==> config.mk <==
export PLATFORM = sky130hd
export DESIGN_NAME = axl_train_ctrl
export DESIGN_NICKNAME = d
export VERILOG_FILES = /design/src/rtl/axl_ctrl_pkg.sv /design/src/rtl/axl_mod_counter.sv /design/src/rtl/axl_train_ctrl.sv
export SDC_FILE = /design/constraint.sdc
export NUM_CORES = 1
export LEC_CHECK = 0
export ABC_AREA = 1
export BUFFER_PORTS_ARGS = -buffer_cell sky130_fd_sc_hd__buf_2
export CAP_MARGIN = 20
export CORE_UTILIZATION = 55
export CTS_CLUSTER_DIAMETER = 60
export CTS_CLUSTER_SIZE = 30
export DETAILED_ROUTE_END_ITERATION = 8
export PLACE_DENSITY = 0.76
export SYNTH_ARGS = -nofsm -noshare
export SYNTH_HDL_FRONTEND = slang
export SYNTH_SLANG_ARGS = --single-unit
==> constraint.sdc <==
create_clock -name clk -period 2.9 [get_ports clk]
set_clock_uncertainty 0.15 [all_clocks]
set_input_delay 0.29 -clock clk [delete_from_list [all_inputs] [get_ports clk]]
set_output_delay 0.29 -clock clk [all_outputs]
set_load 0.01 [all_outputs]
==> src/rtl/axl_ctrl_pkg.sv <==
// Shared state codes and mode constants for the Axiline training sequencer.
package axl_ctrl_pkg;
  localparam int INST_W = 3;

  typedef enum logic [INST_W-1:0] {
    S_IDLE    = 3'd0,
    S_INIT    = 3'd1,
    S_INIT_IP = 3'd2,
    S_IP      = 3'd3,
    S_COMB    = 3'd4,
    S_PIPE    = 3'd5,
    S_RSVD    = 3'd6,
    S_FLUSH   = 3'd7
  } state_t;

  localparam logic MODE_TRAIN = 1'b0;
  localparam logic MODE_INFER = 1'b1;
endpackage

==> src/rtl/axl_mod_counter.sv <==
// Modulo-MOD up counter with synchronous clear (priority) and terminal-count flag.
module axl_mod_counter #(
  parameter int W   = 3,
  parameter int MOD = 8
) (
  input  logic         clk,
  input  logic         rst,
  input  logic         en,
  input  logic         clr,
  output logic [W-1:0] cnt,
  output logic         tc
);
  assign tc = (cnt == W'(MOD - 1));

  always_ff @(posedge clk or posedge rst) begin
    if (rst)      cnt <= '0;
    else if (clr) cnt <= '0;
    else if (en)  cnt <= tc ? '0 : cnt + 1'b1;
  end
endmodule

==> src/rtl/axl_train_ctrl.sv <==
// Axiline train/inference sequencer: sample loop, stall, abort, done handshake, SGD tail flush.
// Optional multi-epoch training enabled by defining AXL_TRAIN_CTRL_EPOCH_EN.
module axl_train_ctrl #(
  parameter int NUM_CYCLE     = 8,
  parameter int LOG_NUM_CYCLE = $clog2(NUM_CYCLE),
  parameter int SAMPLE_W      = 16,
  parameter int INST_W        = 3
) (
  input  logic                     clk,
  input  logic                     rst,
  input  logic                     start,
  input  logic                     mode,
  input  logic [SAMPLE_W-1:0]      num_samples,
`ifdef AXL_TRAIN_CTRL_EPOCH_EN
  input  logic [7:0]               num_epochs,
  output logic [7:0]               epoch_idx,
`endif
  input  logic                     stall,
  input  logic                     abort,
  output logic                     busy,
  output logic                     done,
  output logic [INST_W-1:0]        inst,
  output logic                     sel,
  output logic                     step,
  output logic [LOG_NUM_CYCLE-1:0] xw1_addr,
  output logic [LOG_NUM_CYCLE-1:0] xw2_addr,
  output logic [SAMPLE_W-1:0]      sample_idx
);
  import axl_ctrl_pkg::*;

  state_t              state, state_nx;
  logic                mode_q;
  logic [SAMPLE_W-1:0] n_q;
  logic                accept, done_nx, idx_inc, idx_clr;
  logic                cnt_en, sgd_en, cnt_clr, cnt_tc, sgd_tc;
`ifdef AXL_TRAIN_CTRL_EPOCH_EN
  logic [7:0]          ep_q;
  logic                ep_inc, ep_clr;
`endif

  always_comb begin
    state_nx = state;
    accept   = 1'b0;
    done_nx  = 1'b0;
    idx_inc  = 1'b0;
    idx_clr  = 1'b0;
    cnt_en   = 1'b0;
    sgd_en   = 1'b0;
    step     = 1'b0;
`ifdef AXL_TRAIN_CTRL_EPOCH_EN
    ep_inc   = 1'b0;
    ep_clr   = 1'b0;
`endif
    case (state)
      S_IDLE: begin
        if (start) begin
          if (num_samples != '0) begin
            state_nx = S_INIT;
            accept   = 1'b1;
`ifdef AXL_TRAIN_CTRL_EPOCH_EN
            ep_clr   = 1'b1;
`endif
          end else begin
            done_nx = 1'b1;
          end
        end
      end
      S_INIT: begin
        step   = !stall;
        cnt_en = !stall;
        if (!stall && cnt_tc) state_nx = S_INIT_IP;
      end
      S_INIT_IP, S_IP, S_PIPE: begin
        step   = !stall;
        cnt_en = !stall;
        sgd_en = !stall && (state == S_PIPE);
        if (!stall && cnt_tc) begin
          state_nx = S_COMB;
          idx_inc  = 1'b1;
        end
      end
      S_COMB: begin
        step = 1'b1;
        if (sample_idx < n_q)         state_nx = (mode_q == MODE_INFER) ? S_IP : S_PIPE;
        else if (mode_q == MODE_TRAIN) state_nx = S_FLUSH;
        else begin
          state_nx = S_IDLE;
          done_nx  = 1'b1;
        end
      end
      S_FLUSH: begin
        step   = !stall;
        sgd_en = !stall;
        if (!stall && sgd_tc) begin
`ifdef AXL_TRAIN_CTRL_EPOCH_EN
          // Further epochs reuse the loaded weights, so skip INIT.
          if (epoch_idx < ep_q - 8'd1) begin
            state_nx = S_INIT_IP;
            idx_clr  = 1'b1;
            ep_inc   = 1'b1;
          end else begin
            state_nx = S_IDLE;
            done_nx  = 1'b1;
          end
`else
          state_nx = S_IDLE;
          done_nx  = 1'b1;
`endif
        end
      end
      default: state_nx = S_IDLE;
    endcase

    if (abort && state != S_IDLE) begin
      state_nx = S_IDLE;
      done_nx  = 1'b0;
      idx_inc  = 1'b0;
      idx_clr  = 1'b1;
      cnt_en   = 1'b0;
      sgd_en   = 1'b0;
`ifdef AXL_TRAIN_CTRL_EPOCH_EN
      ep_inc   = 1'b0;
      ep_clr   = 1'b1;
`endif
    end
  end

  // Counters are forced to zero whenever the sequencer heads back to IDLE.
  assign cnt_clr = (state_nx == S_IDLE);

  axl_mod_counter #(.W(LOG_NUM_CYCLE), .MOD(NUM_CYCLE)) u_counter (
    .clk(clk), .rst(rst), .en(cnt_en), .clr(cnt_clr), .cnt(xw1_addr), .tc(cnt_tc)
  );

  axl_mod_counter #(.W(LOG_NUM_CYCLE), .MOD(NUM_CYCLE)) u_sgd_counter (
    .clk(clk), .rst(rst), .en(sgd_en), .clr(cnt_clr), .cnt(xw2_addr), .tc(sgd_tc)
  );

  always_ff @(posedge clk or posedge rst) begin
    if (rst) begin
      state      <= S_IDLE;
      mode_q     <= MODE_TRAIN;
      n_q        <= '0;
      sample_idx <= '0;
      done       <= 1'b0;
      sel        <= 1'b0;
    end else begin
      state <= state_nx;
      done  <= done_nx;
      sel   <= (state == S_INIT_IP || state == S_IP || state == S_PIPE) &&
               (xw1_addr != '0) && !stall;
      if (accept) begin
        mode_q     <= mode;
        n_q        <= num_samples;
        sample_idx <= '0;
      end else if (idx_clr) begin
        sample_idx <= '0;
      end else if (idx_inc) begin
        sample_idx <= sample_idx + 1'b1;
      end
    end
  end

`ifdef AXL_TRAIN_CTRL_EPOCH_EN
  always_ff @(posedge clk or posedge rst) begin
    if (rst) begin
      ep_q      <= 8'd1;
      epoch_idx <= '0;
    end else begin
      if (accept) ep_q <= (num_epochs == 8'd0) ? 8'd1 : num_epochs;
      if (ep_clr)      epoch_idx <= '0;
      else if (ep_inc) epoch_idx <= epoch_idx + 1'b1;
    end
  end
`endif

  assign busy = (state != S_IDLE);
  assign inst = INST_W'(state);
endmodule
# --- After elaboration in Yosys (flattened, before gate mapping) ---
# Index checks and enable logic that the tools add are counted.
op_classes:
  addsub: 3
  multipliers: 0
  n_div: 0
  magnitude_cmp: 1
  n_eq_ne: 8
  shifts: 0
  muxes: 38
  bitwise_logic: 0
  reduce_logical: 20
op_table:
  columns: ["op", "n"]
  rows:
  - ["16-bit 2-to-1 mux", 3]
  - ["3-bit 2-to-1 mux", 15]
  - ["16-bit by 1-bit adder with 16-bit output, second input constant", 1]
  - ["16-bit < comparator", 1]
  - ["1-bit 2-to-1 mux", 16]
  - ["16-bit nonzero test", 1]
  - ["3-bit == test, second input constant", 5]
  - ["3-bit case mux with 5 select lines", 1]
  - ["3-bit nonzero test", 3]
  - ["3-bit by 1-bit adder with 3-bit output, second input constant", 2]
  - ["3-bit by 2-bit == test with 1-bit output, second input constant", 2]
  - ["1-bit logical AND", 6]
  - ["3-bit zero test", 2]
  - ["5-bit OR reduction", 1]
  - ["1-bit case mux with 2 select lines", 2]
  - ["2-bit nonzero test", 2]
  - ["4-bit OR reduction", 1]
  - ["3-bit by 1-bit == test with 1-bit output, second input constant", 1]
  - ["1-bit case mux with 3 select lines", 1]
  - ["3-bit OR reduction", 1]
  - ["1-bit logical OR", 2]
  - ["1-bit zero test", 1]
totals:
  regBits: 44
  latch_bits: 0
  ramBits: 0
  romBits: 0
  in_bits: 22
  out_inout_bits: 29
  elab_cells: 78
  n_memories: 0

# --- Logic depth before layout (Yosys ltp) ---
logic_depth:
  word_depth: 8
  ltp_mapped: 20
  depth_no_buf: 20

# --- Modules after synthesis ---
# A second synthesis with hierarchy kept.
unflattened:
  cells_unflattened: 394
  hier_area_um2: 2899.0
modules_own_cells:
  columns: ["mod", "n_inst", "cells_each", "area_per_inst_um2"]
  rows:
  - ["axl_train_ctrl", 1, 354, 2581.2]
  - ["axl_mod_counter", 2, 20, 158.9]

# --- Worst setup path after synthesis ---
# OpenSTA, ideal clock, no wires.
synth_path:
  path_type: "reg2reg"
  start: "reg sample_idx[7]"
  end: "reg u_counter.cnt[0]"
  setup_ps: 113
  arrival_ps: 1969
  required_time_ps: 2637
  setup_slack_ps: 668
  stages_incl_launch_ff: 17
  path_buffers: 0
  period_less_slack_ps: 2232
  path_cell_list: "dfrtp_1 > ha_1 > inv_1 > o31a_1 > nand2_1 > nand2_1 > nand3_1 > ha_1 > inv_1 > nand3_1 > nand2_1 > nor2_1 > nand2_1 > nand2_1 > nand3_2 > nand2_1 > inv_1"
synth_via:
  elab_chain_len: 6
  word_cells_on_any_way: 7
  cone_classes: "1 x order compare; 4 x mux; 2 x reduce/logical"
synth_rtl:
  columns: ["element", "line_no", "text"]
  rows:
  - ["from (decl)", "axl_train_ctrl.sv:27", "output logic [SAMPLE_W-1:0] sample_idx"]
  - ["from (signal assigned)", "axl_train_ctrl.sv:159", "sample_idx <= sample_idx + 1'b1;"]
  - ["16-bit < comparator *", "axl_train_ctrl.sv:84", "if (sample_idx < n_q) state_nx = (mode_q == MODE_INFER) ? S_IP : S_PIPE;"]
  - ["3-bit 2-to-1 mux *", "axl_train_ctrl.sv:84", null]
  - ["3-bit case mux with 5 select lines *", "axl_train_ctrl.sv:54", "case (state)"]
  - ["3-bit 2-to-1 mux *", "axl_train_ctrl.sv:114", "if (abort && state != S_IDLE) begin"]
  - ["3-bit zero test *", "axl_train_ctrl.sv:129", "assign cnt_clr = (state_nx == S_IDLE);"]
  - ["3-bit 2-to-1 mux / 2-bit nonzero test (equally long branches)", null, null]
  - ["to (signal assigned)", "axl_mod_counter.sv:18", "else if (en) cnt <= tc ? '0 : cnt + 1'b1;"]
  - ["to (decl)", "axl_mod_counter.sv:10", "output logic [W-1:0] cnt,"]
# Every way passes the cells marked *; elsewhere a longest branch is shown, timed or not.
# A chain may end at the register's enable or synchronous reset.

# --- Worst setup path after layout ---
layout_path:
  start: "reg sample_idx[7]"
  end: "reg u_counter.cnt[2]"
# Same word-level chain as after synthesis.

==> reports/metrics.csv <==
stage;metric;value;unit
status;status;finished, final reports clean;
place;gpl congestion;0.914;
hold_path;Worst Hold Depth;3;
synth;share of the synthesized area in the top cell type;39.8;%
setup_path;Worst R2R Path Depth;16;
synth;Synth top cells by count;nand2_1, nor2_1, inv_1;
synth;asr flop ratio synth;100;%
cts;Reg clk slew, reported paths;80;ps
floorplanning;I/O pin cnt;51;
floorplanning;row cnt;25;
cts;H-tree depth;2;
detailed_routing;Vias;2366;
synth;Synth Warn #;0;
hold_path;HP Class;input pin to register;
global_route;via count of the first global-routing pass;2188;
setup_path;Worst setup EP type;register;
global_route;Total Routing Usage GR;23.2;%
timing;Setup Viol. Count Final;0;
detailed_routing;via/cell ratio;5.03;
place;placed insts;462;
job;maxcap violations;0;
timing;Final Slew Violations;0;
floorplanning;full die area;5320;sq um
floorplanning;CORE AREA;4790;sq um
floorplanning;Die H;73.0;um
synth;Mapped Avg Cell Area;7.89;sq um
setup_path;most frequent CP cell;nand2_1;
final_layout;Post-Layout Cell Count;470;
setup_path;worst flop-to-flop path endpoint;u_counter.cnt[2];
floorplanning;Starting Density;57.9;%
synth;flops & latches, synth;44;
global_route;first-pass GRT wire length;9430;um
cts;CTS tree;built;
synth;most common cell in the synthesized netlist;nand2_1;
setup_path;worst-path cell chain;ha_1 > inv_1 > o31a_1 > nand2_1 > nand2_1 > nand3_1 > ha_1 > inv_1 > nand3_1 > nand2_1 > nor2_1 > nand2_1 > nand2_1 > nand3_2 > nand2_1 > inv_1;
pwr;Leakage Power;1.74;nW
timing;Slew headroom;44.4;%
hold_path;Hold Crit Start;mode;
place;# port buffers;50;
setup_path;Crit-path slowest cell;dfrtp_1;
synth;Post-synth EDFFs;0;
detailed_routing;final WL;5790;um
timing;fin crit period;2460;ps
timing;final hold vios;0;
setup_path;crit-path max cell delay;450;ps
detailed_routing;starting DRC count in detailed routing;113;
cts;CTS sink cnt;44;
cts;post-cts resize count;0;
synth;cell taking the most area after synthesis;dfrtp_1;
detailed_routing;wire length per cell;12.3;um
timing;Fin Setup TNS;0;ps
cts;clock buffer depth;2;
hold_path;Hold Path Sink;mode_q;
synth;top cells by area, synth;dfrtp_1, ha_1, nand2_1, nor2_1, inv_1;
synth;Post-Syn Area;2770;sq um
setup_path;CP Launch Point;sample_idx[7];
global_route;pin count of the biggest net entering global routing;37;
setup_path;CP Launch Type;register;
cts;Clock Latency Late Sink;290;ps
setup_path;flop2flop setup slack;440;ps
setup_path;crit path DAT;2500;ps
setup_path;critical path class;register to register;
final_layout;Inserted Diodes;0;
synth;main flop type after synthesis;dfrtp_1;
detailed_routing;ANT nets after route;0;
setup_path;WP buf/inv;3;
floorplanning;die width;73.0;um
place;Final HPWL DP;4430;um
synth;Mapped Cells;351;
synth;syn nets;397;
cts;CTS root buffer;clkbuf_8;
final_layout;share of cells above drive strength 1;19.1;%
setup_path;delay-heaviest family, CP;simple AND/OR/NAND/NOR gates;
timing;measured slew at the worst slew-check pin;829;ps
final_layout;Area Growth Syn to Fin;13.4;%
detailed_routing;DRC;0;
timing;period utilisation layout;84.9;%
timing;RSZ-0062 raised after global routing;no;
cts;total CTS buffers;5;
pwr;pwr dens;559;nW/um^2
synth;post-synth cell types;33;
setup_path;CP Max Fanout;6;
setup_path;CP Data Required Time;2940;ps
pwr;VDD IR-drop max;0.463;mV
timing;fmax;406;MHz
setup_path;FF-to-FF Start;sample_idx[7];
global_route;initial antenna violation count;0;
global_route;GR Overflow Total;0;
final_layout;Final #Nets;449;
detailed_routing;Pre-Repair DR Iteration Count;6;
synth;sequential fraction of the synthesis area;39.8;%
report_power, final:
part / switching (mW) / total [mW] / internal [mW] / leakage [nW]
clock: 0.197 / 0.361 / 0.164 / 0.0410
combinational: 0.403 / 0.597 / 0.194 / 1.14
sequential: 0.0581 / 0.798 / 0.740 / 0.560
total: 0.658 / 1.76 / 1.10 / 1.74
flip-flops by register name (all words and copies together) (netlist names):
signal / flops
n_q: 16
sample_idx: 16
inst: 3
u_counter.cnt: 3
u_sgd_counter.cnt: 3
done: 1
mode_q: 1
sel: 1
metrics by stage:
stage	hold WS, ps	area, sq um	setup slack [ps]	total power, mW	util [%]
finish	102	3140	439	1.76	65.6
floorplan	299	2770	668	1.28	-
detailed placement	231	3050	441	1.41	63.8
CTS	88.9	3140	430	1.77	65.6
global route	122	3140	200	1.89	65.6
global placement	225	3050	504	1.39	63.8
worst min-delay path: cells and delay by family:
family / cells / cell delay (ps)
compound gates: 1 / 100
buf+inv: 1 / 80
simple gates: 1 / 30
layout make-up:
type | instances | area (sq um)
fill | 439 | 1650
clock inverter | 1 | 5.00
inverter | 58 | 218
tap | 67 | 83.8
sequential | 44 | 1100
timing repair buffer | 52 | 268
multi-input combinational | 242 | 1390
clock buffer | 6 | 72.6
cell usage in the layout (no fill, tap or decap), types with 2 or more instances in the layout:
cell type,instances
a21oi_1,30
a31oi_1,2
buf_2,50
clkbuf_8,5
dfrtp_1,44
ha_1,24
inv_1,52
inv_2,5
nand2_1,62
nand2_2,2
nand2_4,4
nand3_1,14
nand4_1,3
nor2_1,56
nor3_1,11
nor3b_2,2
o21a_1,2
o21ai_0,9
xor2_1,8
worst max path at each step:
| stage | endpoint | slack, ps | cells after the start |
|---|---|---|---|
| floorplan | u_counter.cnt[0] | 670 | 16 |
| global placement | u_counter.cnt[0] | 500 | 17 |
| detailed placement | u_counter.cnt[2] | 440 | 19 |
| CTS | u_counter.cnt[2] | 430 | 19 |
| global route | u_sgd_counter.cnt[0] | 200 | 19 |
| finish | u_counter.cnt[2] | 440 | 16 |
routing by layer:
| metal | vias up | part of all wire [%] | global-route usage (%) |
|---|---|---|---|
| met5 | - | 0 | 0 |
| met4 | 0 | 1.6 | 6.75 |
| met3 | 7 | 3.8 | 4.42 |
| met2 | 57 | 48 | 40.9 |
| met1 | 1091 | 47 | 29.0 |
| li1 | 1211 | - | - |
cells by family (layout without fill, tap and decap cells):
group	after synthesis	in the layout	synth area share [%]
adders and majority gates	24	24	10.8
xor gates and xnor gates	9	9	2.85
AOI/OAI and AO/OA	47	47	9.17
and+or+nand+nor	162	162	27.4
buffers and inverters	65	117	9.94
DFF	44	44	39.8
what timing repair did:
item,4_1_cts,5_1_grt
hold buffers,1,0
endpoints found under the hold margin,22,0
setup buffers,0,0
Note: power is estimated with default switching activity, not from simulation.
